### config.mk
export PLATFORM = sky130hd
export DESIGN_NAME = func_driver
export DESIGN_NICKNAME = d
export VERILOG_FILES = /design/src/rtl/func_driver_pkg.sv /design/src/rtl/func_driver_result_fifo.sv /design/src/rtl/func_driver.sv
export SDC_FILE = /design/constraint.sdc
export NUM_CORES = 1
export LEC_CHECK = 0
export CAP_MARGIN = 20
export CORE_ASPECT_RATIO = 1.4
export CORE_MARGIN = 2
export CORE_UTILIZATION = 51
export DETAILED_ROUTE_END_ITERATION = 8
export GPL_ROUTABILITY_DRIVEN = 0
export PLACE_DENSITY_LB_ADDON = 0.15
export REMOVE_ABC_BUFFERS = 1
export SLEW_MARGIN = 10
export SYNTH_ARGS = -nofsm -noshare
export SYNTH_HDL_FRONTEND = slang
export SYNTH_SLANG_ARGS = --single-unit
### constraint.sdc
create_clock -name clk -period 2.5 [get_ports clk]
set_input_delay 0.5 -clock clk [delete_from_list [all_inputs] [get_ports clk]]
set_output_delay 0.5 -clock clk [all_outputs]
set_load 0.02 [all_outputs]
### src/rtl/func_driver_pkg.sv
// Shared types and defaults for the function-unit driver: FSM state encoding,
// operand/result width defaults, default timeout and the response entry layout.
package func_pkg;

   localparam int IN_W_DEF    = 8;
   localparam int OUT_W_DEF   = 10;
   localparam int TIMEOUT_DEF = 255;

   typedef enum logic [1:0] {
      S_IDLE  = 2'd0,
      S_ISSUE = 2'd1,
      S_ARM   = 2'd2,
      S_WAIT  = 2'd3
   } state_t;

   typedef struct packed {
      logic                 err;
      logic [OUT_W_DEF-1:0] data;
   } rsp_entry_t;

endpackage

### src/rtl/func_driver_result_fifo.sv
// Synchronous result FIFO with a registered head word; DEPTH must be a power of 2.
// An empty FIFO receiving a push presents that word on the next cycle.
module result_fifo #(
   parameter int WIDTH = 10,
   parameter int DEPTH = 4
) (
   input  logic                         clk,
   input  logic                         rst,
   input  logic                         i_push,
   input  logic [WIDTH-1:0]             i_push_data,
   input  logic                         i_pop,
   output logic [WIDTH-1:0]             o_head,
   output logic                         o_full,
   output logic                         o_empty,
   output logic [$clog2(DEPTH+1)-1:0]   o_count
);

   localparam int AW = $clog2(DEPTH);
   localparam int CW = $clog2(DEPTH+1);

   logic [WIDTH-1:0] r_mem [DEPTH];
   logic [AW-1:0]    r_rd;
   logic [AW-1:0]    r_wr;
   logic [CW-1:0]    r_count;
   logic [WIDTH-1:0] r_head;
   logic [WIDTH-1:0] w_head_next;
   logic             w_do_pop;
   logic             w_do_push;

   assign w_do_pop  = i_pop && (r_count != CW'(0));
   assign w_do_push = i_push && ((r_count != CW'(DEPTH)) || w_do_pop);

   // Next head word: the entry behind the popped one, or a push landing in an empty slot.
   always_comb begin
      w_head_next = r_head;
      if (w_do_pop) begin
         if (r_count > CW'(1)) begin
            w_head_next = r_mem[r_rd + AW'(1)];
         end else if (w_do_push) begin
            w_head_next = i_push_data;
         end else begin
            w_head_next = '0;
         end
      end else if (w_do_push && (r_count == CW'(0))) begin
         w_head_next = i_push_data;
      end else begin
         w_head_next = r_head;
      end
   end

   // Storage write.
   always_ff @(posedge clk) begin
      if (w_do_push) begin
         r_mem[r_wr] <= i_push_data;
      end
   end

   // Pointers, occupancy and registered head.
   always_ff @(posedge clk) begin
      if (rst) begin
         r_rd    <= '0;
         r_wr    <= '0;
         r_count <= '0;
         r_head  <= '0;
      end else begin
         r_head <= w_head_next;
         if (w_do_push) r_wr <= r_wr + AW'(1);
         if (w_do_pop)  r_rd <= r_rd + AW'(1);
         case ({w_do_push, w_do_pop})
            2'b10:   r_count <= r_count + CW'(1);
            2'b01:   r_count <= r_count - CW'(1);
            default: r_count <= r_count;
         endcase
      end
   end

   assign o_head  = r_head;
   assign o_full  = (r_count == CW'(DEPTH));
   assign o_empty = (r_count == CW'(0));
   assign o_count = r_count;

endmodule

### src/rtl/func_driver.sv
// Start/busy initiator for the 3*a + 2*cbrt(b) function unit with a result FIFO.
// Optional timeout in ARM/WAIT is enabled by defining FUNC_DRIVER_TIMEOUT_EN.
module func_driver
   import func_pkg::*;
#(
   parameter int IN_W    = IN_W_DEF,
   parameter int OUT_W   = OUT_W_DEF,
   parameter int DEPTH   = 4,
   parameter int TIMEOUT = TIMEOUT_DEF
) (
   input  logic             clk,
   input  logic             rst,
   input  logic             req_valid,
   output logic             req_ready,
   input  logic [IN_W-1:0]  req_a,
   input  logic [IN_W-1:0]  req_b,
   output logic [IN_W-1:0]  fu_a,
   output logic [IN_W-1:0]  fu_b,
   output logic             fu_start,
   input  logic             fu_busy,
   input  logic [OUT_W-1:0] fu_out,
   output logic             rsp_valid,
   input  logic             rsp_ready,
   output logic [OUT_W-1:0] rsp_data,
   output logic             rsp_err
);

   localparam int CNT_W = $clog2(DEPTH+1);
`ifdef FUNC_DRIVER_TIMEOUT_EN
   localparam int FIFO_W = OUT_W + 1;
   localparam int TMO_W  = $clog2(TIMEOUT+1);
`else
   localparam int FIFO_W = OUT_W;
`endif

   state_t            r_state;
   state_t            w_next_state;
   logic [IN_W-1:0]   r_a;
   logic [IN_W-1:0]   r_b;
   logic              r_start;
   logic              w_accept;
   logic              w_push;
   logic              w_push_tmo;
   logic              w_tmo_hit;
   logic [OUT_W-1:0]  w_push_val;
   logic [FIFO_W-1:0] w_push_data;
   logic [FIFO_W-1:0] w_head;
   logic              w_full;
   logic              w_empty;
   logic [CNT_W-1:0]  w_count;

   // A slot is reserved at accept time, so the eventual push cannot overflow.
   assign req_ready = !rst && (r_state == S_IDLE) && (w_count < CNT_W'(DEPTH));
   assign w_accept  = req_valid && req_ready;

`ifdef FUNC_DRIVER_TIMEOUT_EN
   logic [TMO_W-1:0] r_tmo_cnt;

   // Cycle counter for ARM/WAIT, cleared while issuing.
   always_ff @(posedge clk) begin
      if (rst) begin
         r_tmo_cnt <= '0;
      end else if (r_state == S_ISSUE) begin
         r_tmo_cnt <= '0;
      end else if ((r_state == S_ARM) || (r_state == S_WAIT)) begin
         r_tmo_cnt <= r_tmo_cnt + TMO_W'(1);
      end else begin
         r_tmo_cnt <= r_tmo_cnt;
      end
   end

   assign w_tmo_hit = (r_tmo_cnt >= TMO_W'(TIMEOUT-1));
`else
   assign w_tmo_hit = 1'b0 && (TIMEOUT > 0);
`endif

   // Next state and push request; a real result in WAIT wins over a coincident timeout.
   always_comb begin
      w_next_state = r_state;
      w_push       = 1'b0;
      w_push_tmo   = 1'b0;
      case (r_state)
         S_IDLE: begin
            if (w_accept) w_next_state = S_ISSUE;
            else          w_next_state = S_IDLE;
         end
         S_ISSUE: w_next_state = S_ARM;
         S_ARM: begin
            if (w_tmo_hit) begin
               w_push       = 1'b1;
               w_push_tmo   = 1'b1;
               w_next_state = S_IDLE;
            end else if (fu_busy) begin
               w_next_state = S_WAIT;
            end else begin
               w_next_state = S_ARM;
            end
         end
         S_WAIT: begin
            if (!fu_busy) begin
               w_push       = 1'b1;
               w_next_state = S_IDLE;
            end else if (w_tmo_hit) begin
               w_push       = 1'b1;
               w_push_tmo   = 1'b1;
               w_next_state = S_IDLE;
            end else begin
               w_next_state = S_WAIT;
            end
         end
         default: w_next_state = S_IDLE;
      endcase
   end

   // State, operand hold registers and the one-cycle start pulse.
   always_ff @(posedge clk) begin
      if (rst) begin
         r_state <= S_IDLE;
         r_a     <= '0;
         r_b     <= '0;
         r_start <= 1'b0;
      end else begin
         r_state <= w_next_state;
         r_start <= (w_next_state == S_ISSUE);
         if (w_accept) begin
            r_a <= req_a;
            r_b <= req_b;
         end
      end
   end

   assign w_push_val = w_push_tmo ? '0 : fu_out;
`ifdef FUNC_DRIVER_TIMEOUT_EN
   assign w_push_data = {w_push_tmo, w_push_val};
   assign rsp_err     = w_head[OUT_W];
   assign rsp_data    = w_head[OUT_W-1:0];
`else
   assign w_push_data = w_push_val;
   assign rsp_err     = 1'b0;
   assign rsp_data    = w_head;
`endif

   result_fifo #(
      .WIDTH (FIFO_W),
      .DEPTH (DEPTH)
   ) u_fifo (
      .clk         (clk),
      .rst         (rst),
      .i_push      (w_push && !w_full),
      .i_push_data (w_push_data),
      .i_pop       (rsp_ready),
      .o_head      (w_head),
      .o_full      (w_full),
      .o_empty     (w_empty),
      .o_count     (w_count)
   );

   assign rsp_valid = !w_empty;
   assign fu_start  = r_start;
   assign fu_a      = r_a;
   assign fu_b      = r_b;

endmodule

==> reports/metrics.cfg, run 1 <==
[global_routing]
met2_usage_pct=36.1
grt_usage_pct=20.4
grt_antenna_before_repair=0
groute.layer.met3.usage_pct=4.15
grt_pass1_wl_mm=10.8
grt_use_met1_pct=23.4
grt.busiest_layer=met2
grt_start_max_net_pins=36
grt_overflow_total=0
grt_pass1_vias=2249

[sta]
tightestPinTransition_ns=0.620
setup_ws_ns=0.117
drv_slew=0
period_share_pct=95.3
slew_headroom_pct=58.6
setup_viol=0
skew_ns=0.00543
min_period_ns=2.38
hold_viol=0
rsz0062_at_grt=false
setup_tns_ns=0
fmax_mhz=420

[detailed_routing]
first_iter_violations=137
drt_drc_violations_left=0
ant_nets=0
viasPerCell=5.40
num_vias=2099
wl_per_cell_um=16.4
first_pass_iters=4
wirelength_mm=6.39

[setup_path]
rr_startpoint=u_fifo.o_count[0]
crit_start=u_fifo.o_count[0]
required_ns=2.00
criticalPathCategory=flip-flop to output pin
reg2reg_depth=6
start_kind=flip-flop
cp_max_fo=5
worstSetupEndpointType=output pin
reg2reg_to=u_fifo.o_count[2]
ff2ff_setup_slack_ns=0.53
arrival_ns=1.88

[finish]
fin_util_pct=65.6
drive_gt1_share_pct=18.9
fin_nets=352
area.growth.synth_to_final_pct=25.9
final_common_cell=clkdlybuf4s50_1
diodes=0
final_cells=389
final_cell_mix=clkdlybuf4s50_1, edfxtp_1, dfxtp_1

[die]
num_rows=34
io-pin-count=61
coreArea_um2=6130
die_w_um=70.8
die_area_um2=6910
die_y_um=97.6
start_util_pct=52.1

[worst_hold_path]
min_to=fu_b[2]
worstHoldPathCells=2
min_path_type=flip-flop to flip-flop
min-delay-start=fu_b[2]

[power]
swShare_pct=30.4
power.internal_mw=2.14
p_total_mw=3.08
clkPwrFrac_pct=25.1
power.density_nw_per_um2=766
p_seq_share_pct=48.0
ir_drop_uv=420
leakage_nw=1.33
power.switching_uw=935
power_frac_comb_pct=26.8

[synth]
ys_seq_elements=76
avgSynthCellArea_um2=13.1
syn_inst=243
synth.cell_area_um2=3190
ys_warn_count=0
yosysSeqAreaShare_pct=60.2
yosys.cell_types.count=35

[cts]
clock-sinks=76
post_cts_resized=0
cts_made_buffers=9
cts.clk_slew.worst_paths_ns=0.07
cts_root_buf=clkbuf_8
cts_hold_buffers=0
cts_tree=built
cts_setup_buffers=0
cts_buffer_depth=2
htreeDepth=3
clk-insertion-delay-late_ns=0.34

[placement]
dpl.hpwl_mm=4.23
place_inst=373
place_ws_ns=0.0251
portBuffers=59

[status]
run_status=completed

[run]
maxCapViolations=0

worst max-delay path, cell delays in order, from the launching register on:
cell,delay (ns)
dfxtp_1,0.41
inv_1,0.09
ha_1,0.31
nand2b_4,0.13
clkdlybuf4s50_1,0.60
through the flow:
stage                     area, µm²  hold slack [ns]
after floorplan                3080            0.485
after global placement         3850            0.441
after detailed placement       3850            0.450
after CTS                      4010            0.460
after global routing           4020            0.481
final                          4020            0.456
registers in the layout, summed over array words and instances, names as in the netlist:
signal,flops
u_fifo.r_mem,40
u_fifo.r_rd,2
fu_b,8
r_state,2
fu_start,1
u_fifo.o_count,3
u_fifo.o_head,10
fu_a,8
u_fifo.r_wr,2
worst max path at each step:
| stage | to | slack, ns |
|---|---|---|
| final | rsp_valid | 0.12 |
| after global routing | rsp_valid | 0.01 |
| after CTS | req_ready | 0.01 |
| after detailed placement | req_ready | 0.03 |
| after global placement | req_ready | 0.02 |
| after floorplan | u_fifo.o_head[0] | 0.33 |
Yosys cell counts (all sizes together):
library cell	instances	area, µm²
edfxtp	40	1200
dfxtp	36	721
nand2	34	158
a21oi	20	138
nor2	18	67.6
nand3	12	60.1
a311oi	10	87.6
mux4	10	225
o211ai	10	75.1
ha	9	113
buf	8	67.6
inv	7	26.3
clkbuf	5	38.8
and2	4	25.0
mux2i	3	30.0
xor2	3	26.3
o21ai	2	10.0
xnor2	2	17.5
a211oi	1	7.51
clkinv	1	5.00
conb	1	3.75
dlygate4sd1	1	8.76
nand2b	1	13.8
nand3b	1	7.51
nor4	1	21.3
o31a	1	8.76
o31ai	1	21.3
or3	1	6.26
power groups by stage:
stage	logic, mW	clock network, mW	registers (mW)
after global routing	0.910	0.839	1.49
after detailed placement	0.832	0	1.51
after floorplan	0.410	0	1.58
after CTS	0.836	0.797	1.48
final	0.826	0.773	1.48
after global placement	0.822	0	1.51
cells by family after synthesis:
kind of cell / count (synthesis) / share of synthesized area (%)
AO/OA/AOI/OAI: 45 / 10.9
AND/OR/NAND/NOR: 72 / 11.3
adder cells (fa/ha/maj): 9 / 3.53
multiplexers: 13 / 8.00
other: 1 / 0.118
XOR/XNOR: 5 / 1.37
buffers and inverters: 22 / 4.59
flip-flops: 76 / 60.2
per-layer routing:
layer,part of all wire (%),up-vias,wire length (µm)
met1,39,992,2500
met3,6.2,13,394
met5,0,-,0
met2,53,73,3370
li1,-,1021,-
met4,1.9,0,124
cell type report:
type	instances	area [µm²]
timing repair buffer	72	691
multi-input combinational	145	1120
clock buffer	11	131
fill	475	2110
sequential	76	1920
tap	72	90.1
clock inverter	5	28.8
inverter	8	31.3
Note: power is estimated with default switching activity, not from simulation.
==> run 2: changes to the inputs <==
- ABC_AREA: not set -> 1
- CORE_UTILIZATION: 51 -> 52
- REMOVE_ABC_BUFFERS: 1 -> not set
==> run 2 against run 1 <==
Die area increased by 3.9%. Synthesized cell count is 54% higher. Fmax hardly changed. Combinational power increased by 1%. Setup slack barely moved. Clock-buffer cell count fell by 1. Critical path depth stayed put.
==> reports/metrics.cfg, run 2 <==
[setup_path]
ff2ff_setup_slack_ns=0.46  ; -0.07 ns
criticalPathCategory=flip-flop to output pin
cp_max_fo=5  ; unchanged
arrival_ns=1.88  ; about the same
start_kind=flip-flop
worstSetupEndpointType=output pin
required_ns=2.00  ; about the same

[synth]
ys.flop_type=edfxtp_1
synth_top_area_cell=edfxtp_1
synth_top_family_by_area=simple AND/OR/NAND/NOR gates
ys_seq_elements=76  ; unchanged
synth.cell_area_um2=3390  ; +6.1%
synth_top_area_share_pct=35.5  ; -2.2 points
syn_inst=374  ; +54%
ys_warn_count=0  ; unchanged
synth-compound-area-share_pct=7.95  ; -3.0 points
synth_nets=414
synth_xor_area_share_pct=0.259  ; -1.1 points
synth_fa_ha_area_share_pct=3.33  ; -0.20 points
yosys.area_share.simple_pct=25.6  ; +14 points
synthArstFlopShare_pct=0  ; unchanged
yosys.cell_types.count=32  ; -8.6%
avgSynthCellArea_um2=9.05  ; -31%
synthMuxAreaShare_pct=0  ; -8.0 points
synthTopCellsByArea=edfxtp_1, dfxtp_1, nand2_1
synth_common_cells=nand2_1, edfxtp_1, nor2_1
yosysMostFrequentCell=nand2_1
synth_edf_count=40  ; unchanged
yosysSeqAreaShare_pct=56.8  ; -3.5 points

[finish]
diodes=0  ; unchanged
final_cell_mix=nand2_1, clkdlybuf4s50_1, nor2_1, edfxtp_1, dfxtp_1
fin_util_pct=68.1  ; +2.6 points
final_common_cell=nand2_1
drive_gt1_share_pct=13.9  ; -5.0 points
area.growth.synth_to_final_pct=25.9  ; about the same
top_register=u_fifo.r_mem
fin_nets=481  ; +37%
nFillCells=489  ; +2.9%
multi_input_area_um2=1260  ; +12%
seq_area_um2=1920  ; unchanged
largest_reg_flops=40  ; unchanged

[cts]
clk-insertion-delay-late_ns=0.35  ; about the same
cts_buffer_depth=2  ; unchanged
clock-sinks=76  ; unchanged
cts_root_buf=clkbuf_8
cts.clk_slew.worst_paths_ns=0.08  ; about the same
cts_made_buffers=9  ; unchanged
htreeDepth=3  ; unchanged
cts_setup_buffers=0  ; unchanged
cts_hold_buffers=0  ; unchanged
post_cts_resized=0  ; unchanged
cts_tree=built

[sta]
drv_slew=0  ; unchanged
skew_ns=0.0107  ; +0.00528 ns
min_period_ns=2.38  ; +0.00000700 ns
rsz0062_at_grt=false
hold_viol=0  ; unchanged
setup_tns_ns=0  ; unchanged
fmax_mhz=420  ; about the same
setup_viol=0  ; unchanged
period_share_pct=95.3  ; about the same

[placement]
dpl.hpwl_mm=4.83  ; +14%
portBuffers=59  ; unchanged

[global_routing]
grt_start_max_net_pins=23  ; -36%
grt_antenna_before_repair=0  ; unchanged
grt_overflow_total=0  ; unchanged
grt_pass1_vias=2549  ; +13%
grt_usage_pct=20.9  ; +0.50 points
grt_pass1_wl_mm=11.4  ; +6.1%

[power]
ir_drop_uv=401  ; -4.5%
power.density_nw_per_um2=753  ; -1.7%
leakage_nw=1.72  ; +29%

[detailed_routing]
viasPerCell=5.07  ; -6.0%
num_vias=2626  ; +25%
wl_per_cell_um=13.9  ; -16%
wirelength_mm=7.19  ; +12%
first_iter_violations=196  ; +43%
ant_nets=0  ; unchanged
first_pass_iters=4  ; unchanged
drt_drc_violations_left=0  ; unchanged

[run]
maxCapViolations=0  ; unchanged

[status]
run_status=completed

[die]
coreArea_um2=6250  ; +2.1%
die_area_um2=7180  ; +3.9%
die_w_um=72.2  ; +1.9%
num_rows=34  ; unchanged
start_util_pct=54.1  ; +2.1 points
die_y_um=99.5  ; +1.9%
io-pin-count=61  ; unchanged

[worst_hold_path]
min_path_type=flip-flop to flip-flop

run 2: cell types whose count changed after synthesis, moves of 4 or more:
cell / previous run / this run
inv_1: 7 / 21
inv_2: 0 / 4
nor2_1: 18 / 40
o21ai_0: 2 / 7
nand3_1: 12 / 0
nand2_1: 24 / 142
o21ai_1: 0 / 10
and2_1: 4 / 0
buf_2: 3 / 7
a311oi_1: 10 / 0
o211ai_1: 10 / 0
mux4_2: 10 / 0
run 2: per-stage QoR:
stage / setup slack, ns / instances / area, µm² / power, mW / hold WS (ns)
2_1_floorplan: 0.648 / 374 / 3390 / 2.00 / 0.463
3_3_place_gp: 0.205 / 502 / 4060 / 2.28 / 0.452
3_5_place_dp: 0.141 / 502 / 4060 / 2.29 / 0.458
4_1_cts: 0.104 / 518 / 4260 / 3.23 / 0.473
5_1_grt: 0.0451 / 518 / 4260 / 3.36 / 0.486
6_report: 0.117 / 518 / 4260 / 3.21 / 0.473
run 2: path summary, 6_finish.rpt:
path | startpoint | to | cells after the start
setup / recovery | u_fifo.o_count[0] | rsp_valid | 4
hold / removal | fu_a[6] | fu_a[6] | 2
setup reg to reg | u_fifo.o_count[0] | u_fifo.o_count[2] | 9
hold reg to reg | fu_a[6] | fu_a[6] | 2
run 2: logic make-up (layout without fill, tap and decap cells):
| logic type | count (synthesis) | in the layout |
|---|---|---|
| other | 1 | 1 |
| xor gates and xnor gates | 1 | 1 |
| buffers and inverters | 42 | 114 |
| AOI/OAI and AO/OA | 43 | 43 |
| adders and majority gates | 9 | 9 |
| DFF | 76 | 76 |
| and+or+nand+nor | 202 | 202 |
run 2: cell type report:
| type | instances | share of cell area [%] |
|---|---|---|
| Clock inverter | 6 | 1.70 |
| Sequential cell | 76 | 45.1 |
| Multi-Input combinational cell | 256 | 29.6 |
| Inverter | 28 | 2.67 |
| Timing Repair Buffer | 70 | 15.8 |
| Tap cell | 72 | 2.11 |
| Clock buffer | 10 | 2.99 |
run 2: metal layers:
layer	GRT usage (%)	part of all wire (%)
met4	7.98	1.7
met1	21.9	39
met3	6.38	6.1
met5	0	0
met2	38.2	53
run 2: worst max-delay path, stage by stage, from the launching register on:
cell             delay, ns
dfxtp_1               0.38
inv_1                 0.12
ha_1                  0.30
nand2_8               0.13
clkdlybuf4s50_1       0.61
run 2: report_power, final:
group	internal, mW	total, mW	switching, mW	leakage, nW
clock	0.472	0.945	0.473	0.0975
combinational	0.342	0.838	0.496	0.974
sequential	1.38	1.43	0.0506	0.653
==> run 3: changes to the inputs <==
--- a/config.mk
+++ b/config.mk
@@ -14,4 +14,5 @@
 export GPL_ROUTABILITY_DRIVEN = 0
 export PLACE_DENSITY_LB_ADDON = 0.15
+export SKIP_CTS_REPAIR_TIMING = 1
 export SLEW_MARGIN = 10
 export SYNTH_ARGS = -nofsm -noshare
==> constraint.sdc (replaced) <==
create_clock -name clk -period 2.5 [get_ports clk]
set_input_delay 0.5 -clock clk [delete_from_list [all_inputs] [get_ports clk]]
set_output_delay 0.5 -clock clk [all_outputs]
set_load 0.05 [all_outputs]
==> run 3 against run 2 <==
Clock skew down 0.0035 ns. Register-to-register slack better by 0.03 ns. Power up 1.3%. Non-clock buffer count down 3. Clock power down 7.3%. Combinational power up 14%. First-iteration DRC count down 22%. Core utilization down 0.38 points. Clock-buffer cell count up 1.
==> reports/metrics.cfg, run 3 (synthesis results as in run 2) <==
[status]
run_status=completed

[die]
num_rows=34  ; unchanged
coreArea_um2=6250  ; unchanged
start_util_pct=54.1  ; unchanged
die_y_um=99.5  ; unchanged
die_w_um=72.2  ; unchanged
die_area_um2=7180  ; unchanged
io-pin-count=61  ; unchanged

[sta]
skew_ns=0.00719  ; -0.00352 ns
slew_headroom_pct=64.8
setup_tns_ns=0  ; unchanged
setup_viol=0  ; unchanged
rsz0062_at_grt=false
hold_slack_ns=0.473  ; -0.000319 ns
hold_viol=0  ; unchanged
fmax_mhz=483  ; +15%
min_period_ns=2.07  ; -0.311 ns
tightestPinTransition_ns=0.526
period_share_pct=82.9  ; -12 points
drv_slew=0  ; unchanged

[worst_hold_path]
min_path_type=flip-flop to flip-flop

[cts]
cts_tree=built
cts_root_buf=clkbuf_8
cts.clk_slew.worst_paths_ns=0.07  ; about the same
htreeDepth=3  ; unchanged
clk-insertion-delay-late_ns=0.35  ; about the same
cts_made_buffers=9  ; unchanged
cts_buffer_depth=2  ; unchanged
clock-sinks=76  ; unchanged

[detailed_routing]
wirelength_mm=7.00  ; -2.5%
viasPerCell=4.97  ; -1.9%
wl_per_cell_um=13.6  ; -2.0%
ant_nets=0  ; unchanged
num_vias=2562  ; -2.4%
first_pass_iters=5  ; +1
first_iter_violations=152  ; -22%
drt_drc_violations_left=0  ; unchanged

[finish]
final_cells=515  ; -0.58%
diodes=0  ; unchanged
final_cell_mix=nand2_1, clkdlybuf4s50_1, nor2_1, edfxtp_1, dfxtp_1
fin_nets=478  ; -0.62%
drive_gt1_share_pct=13.8  ; -0.13 points
final_common_cell=nand2_1
seq_area_um2=1920  ; unchanged
nFillCells=500  ; +2.2%
multi_input_area_um2=1270  ; +0.50%
top_register=u_fifo.r_mem
area.growth.synth_to_final_pct=25.2
largest_reg_flops=40  ; unchanged

[global_routing]
grt_usage_pct=21.7  ; +0.76 points
grt_overflow_total=0  ; unchanged
groute.layer.met3.usage_pct=6.69  ; +0.30 points
met2_usage_pct=38.7  ; +0.42 points
grt_use_met1_pct=22.6  ; +0.65 points
grt.busiest_layer=met2
grt_pass1_vias=2621  ; +2.8%
grt_pass1_wl_mm=11.8  ; +3.6%
grt_antenna_before_repair=0  ; unchanged
grt_start_max_net_pins=23  ; unchanged

[power]
power.internal_mw=2.13  ; -3.0%
ir_drop_uv=339  ; -16%
p_seq_share_pct=43.7  ; -0.8 points
power_frac_comb_pct=29.4  ; +3.3 points
power.switching_mw=1.13  ; +10%
swShare_pct=34.6  ; +2.9 points
leakage_nw=1.72  ; -0.33%
clkPwrFrac_pct=26.9  ; -2.5 points
power.density_nw_per_um2=767  ; +1.9%

[setup_path]
crit_slowest_cell=clkdlybuf4s50_1
cp_max_fo=7  ; +2
arrival_ns=1.57  ; -0.31 ns
worstSetupEndpointType=output pin
path_buf_inv=2  ; unchanged
reg2reg_to=u_fifo.o_count[2]
ff2ff_setup_slack_ns=0.49  ; +0.03 ns
endpoint=req_ready
cp_top_family=buffers and inverters
crit_start=rst
reg2reg_depth=9  ; unchanged
required_ns=2.00  ; about the same
cp_cell_sequence=clkdlybuf4s50_1 -> nor4_2 -> buf_12
max_stage_delay_ns=0.54  ; -0.07 ns
path_depth=3  ; -1
start_kind=input port
criticalPathCategory=input port to output pin
rr_startpoint=u_fifo.o_count[0]

[placement]
portBuffers=59  ; unchanged
place_inst=499  ; -0.60%
dpl.hpwl_mm=5.01  ; +3.8%

[run]
maxCapViolations=0  ; unchanged

run 3: changes by cell type in the layout (fill, tap and decap cells not counted), sizes merged:
| cell | change |
|---|---|
| buf | -1 |
| bufinv | -1 |
| clkdlybuf4s50 | -2 |
| clkbuf | +1 |
| clkinvlp | -1 |
| clkinv | +1 |
run 3: worst min path at each step:
| stage | to | cells past startpoint | startpoint |
|---|---|---|---|
| 4_1_cts | fu_b[2] | 2 | fu_b[2] |
| 6_report | fu_b[2] | 2 | fu_b[2] |
| 3_5_place_dp | fu_b[2] | 2 | fu_b[2] |
| 3_3_place_gp | fu_b[7] | 2 | fu_b[7] |
| 2_1_floorplan | u_fifo.r_wr[0] | 1 | u_fifo.r_wr[0] |
| 5_1_grt | fu_b[1] | 2 | fu_b[1] |
run 3: layout make-up:
type,count,area share (%)
tap,72,2.13
inverter,28,2.69
clock inverter,5,0.768
clock buffer,11,3.60
timing repair buffer,67,15.5
sequential,76,45.3
multi-input combinational,256,29.9
run 3: worst reg2reg max path, stage by stage, from the launching register on:
cell	delay, ns
dfxtp_1	0.39
inv_1	0.12
ha_1	0.30
a21oi_2	0.23
inv_2	0.09
ha_1	0.35
nor2_1	0.10
o21ai_0	0.10
o21ai_0	0.16
a21oi_1	0.06
run 3: power groups by stage:
| stage | logic (mW) | clock network [mW] | registers [mW] |
|---|---|---|---|
| final | 0.956 | 0.876 | 1.42 |
| after global routing | 1.05 | 0.942 | 1.43 |
| after CTS | 0.972 | 0.890 | 1.42 |
| after detailed placement | 0.971 | 0 | 1.45 |
| after global placement | 0.957 | 0 | 1.45 |
| after floorplan | 0.519 | 0 | 1.61 |
run 3: routing by layer:
layer | vias to the layer above | part of all wire (%)
met4 | 0 | 3.2
met5 | - | 0
met3 | 19 | 5.0
li1 | 1310 | -
met2 | 59 | 53
met1 | 1174 | 38
run 3: through the flow:
step                utilization (%)  total power [mW]  area [µm²]  setup WS [ns]
floorplan                         -              2.13        3390          0.447
global placement               64.8              2.40        4050          0.196
detailed placement             64.8              2.42        4050          0.170
CTS                            67.8              3.28        4240          0.396
global route                   67.8              3.42        4240          0.322
finish                         67.8              3.25        4240          0.428
==> RTL change (config.mk and constraints of run 2) <==
Re-encode `state_t` (4 states) as one-hot, 4 bits wide.
--- a/src/rtl/func_driver_pkg.sv
+++ b/src/rtl/func_driver_pkg.sv
@@ -7,9 +7,9 @@
    localparam int TIMEOUT_DEF = 255;
 
-   typedef enum logic [1:0] {
-      S_IDLE  = 2'd0,
-      S_ISSUE = 2'd1,
-      S_ARM   = 2'd2,
-      S_WAIT  = 2'd3
+   typedef enum logic [3:0] {
+      S_IDLE  = 4'b0001,
+      S_ISSUE = 4'b0010,
+      S_ARM   = 4'b0100,
+      S_WAIT  = 4'b1000
    } state_t;
 
Function: same outputs for any inputs over 10 cycles, from zero or initial values and one cycle with rst high; not proved beyond that.
==> RTL change against run 2 <==
Setup slack improved by 0.058 ns. Final cell count rose by 4.4%. Hold slack better by 0.010 ns. Synthesized area is 0.92% higher. Wire length decreased by 3.9%. Core utilization is 0.51 points higher. First-iteration DRC count decreased by 20%. Total power fell by 0.18%. Sequential cell count increased by 2. Clock skew down 0.0065 ns. Die area up 0.88%. Cell area increased by 1.4%. Critical path depth increased by 2. Highest routed layer unchanged.
==> RTL change: results (changes against run 2) <==
Root Driver clkbuf_8; Cell variety after synth 27 (-16%); max reg flops 40 (unchanged); Diodes inserted 0 (unchanged); worst setup margin 0.175 ns (+0.0576 ns); Post-synth EDFFs 40 (unchanged); post-CTS setup buffer count 0 (unchanged); Total Wirelength 6.91 mm (-3.9%); Seq/Total Area, Yosys 57.4% (+0.65 points); CP arrival 1.83 ns (-0.05 ns); Synth Area in Compound Gates 7.10% (-0.84 points); number of nets in the layout 504 (+4.8%); mux cell area share after synthesis 0% (unchanged); Vias per Instance 4.95 (-2.4%); first-pass GRT wire length 11.4 mm (-0.36%); First-pass DRT Iterations 4 (unchanged); post-cts repair resize count 0 (unchanged); Top reg by flops u_fifo.r_mem; Ys Warns 0 (unchanged); synth cell count leaders 129 x nand2_1, 75 x nor2_1, 40 x edfxtp_1, 38 x dfxtp_1, 32 x inv_1; Reg2Reg Setup Slack 0.54 ns (+0.08 ns); hold depth 2 (unchanged); Critical Path Fanout Max 4 (-1); clk_skew 0.00426 ns (-0.00645 ns); Max stage delay cell, worst path clkdlybuf4s50_1; Hold Path Class reg -> reg; number of buffers created by CTS 9 (unchanged); Pleak 1.86 nW (+7.8%); First DRT Iteration DRCs 157 (-20%); hold_ws 0.484 ns (+0.0103 ns); Buffers on Ports 59 (unchanged); initial antenna violation count 0 (unchanged); H-tree lvl count 3 (unchanged); Area contributors post-synth edfxtp_1 35%, dfxtp_1 22%, nand2_1 14%; layout cells sized above 1 7.25% (-6.7 points); xor/xnor cell area share of the yosys netlist 0.256% (-0.0024 points); largest family of logic cells by synthesized area simple AND/OR/NAND/NOR gates; adder and majority gate portion of the synthesized area 3.30% (-0.030 points); Tot GR Track Use 20.8% (-0.15 points); max incr delay on CP 0.59 ns (-0.02 ns); ys flop type edfxtp_1; CTS max path bufs 2 (unchanged); status complete, no violations; delay-heaviest family, CP buffers and inverters; maximum vdd drop 0.498 mV (+24%); Worst-path clk slew 0.08 ns (about the same); largest net degree at the start of global routing 24 (+4.3%); Post-Syn Nets 437 (+5.6%); max_slew headroom 61.0%; R2R cell count 10 (+1); number of global-route vias before repair 2,548 (-0.039%); Post-Place Setup Slack 0.223 ns (+0.0824 ns); Clk Latency, worst-skew pair 0.34 ns; Detailed Place HPWL 4.69 mm (-2.9%); asr flop ratio synth 0% (unchanged)
## RTL change: cell count changes after synthesis, sizes merged, moves of 4 or more
cell and delta:
clkbuf +4, o21bai +10, a21oi -15, buf -4, o21ai +6, nor2 +33
inv +8, nand2 -25, nand3 +4
## RTL change: stage by stage
stage | cell area (µm²) | std cells
floorplan | 3420 | 397
global placement | 4090 | 525
global route | 4320 | 541
detailed placement | 4090 | 525
CTS | 4320 | 541
finish | 4320 | 541
## RTL change: metal layers
layer	vias to the layer above	global-route usage [%]	share of wire (%)
met3	11	6.73	7.4
met4	0	8.55	1.5
met5	-	0	0
met2	88	37.5	53
met1	1196	21.9	38
li1	1382	-	-
## RTL change: path summary, 6_finish.rpt
check | startpoint | endpoint
hold reg to reg | fu_a[7]$_SDFFE_PP0P_ | fu_a[7]$_SDFFE_PP0P_
setup / recovery | r_state[2]$_SDFF_PP0_ | req_ready
hold / removal | fu_a[7]$_SDFFE_PP0P_ | fu_a[7]$_SDFFE_PP0P_
setup reg to reg | u_fifo.o_count[0]$_SDFFE_PP0P_ | u_fifo.o_count[2]$_SDFFE_PP0P_
## RTL change: report_power, final
| group | switching [mW] | internal (mW) |
|---|---|---|
| Clock | 0.434 | 0.603 |
| Combinational | 0.417 | 0.297 |
| Sequential | 0.0425 | 1.41 |
## RTL change: cell families after synthesis
kind of cell	count (synthesis)
AO/OA/AOI/OAI	43
adder cells (fa/ha/maj)	9
buffers and inverters	49
flip-flops	78
AND/OR/NAND/NOR	216
other	1
XOR/XNOR	1
## RTL change: worst reg2reg max path: cells and delay by family, from the launching register on
family	cells	cell delay [ns]
adders and majority gates	2	0.53
AOI/OAI and AO/OA	3	0.34
and+or+nand+nor	3	0.34
DFF	1	0.38
buffers and inverters	2	0.27
## RTL change: final cells by class
cell class / instances / area (µm²)
Fill cell: 509 / 1970
Sequential cell: 78 / 1960
Multi-Input combinational cell: 270 / 1230
Timing Repair Buffer: 70 / 673
Clock buffer: 14 / 194
Inverter: 35 / 136
Tap cell: 72 / 90.1
Clock inverter: 2 / 35.0
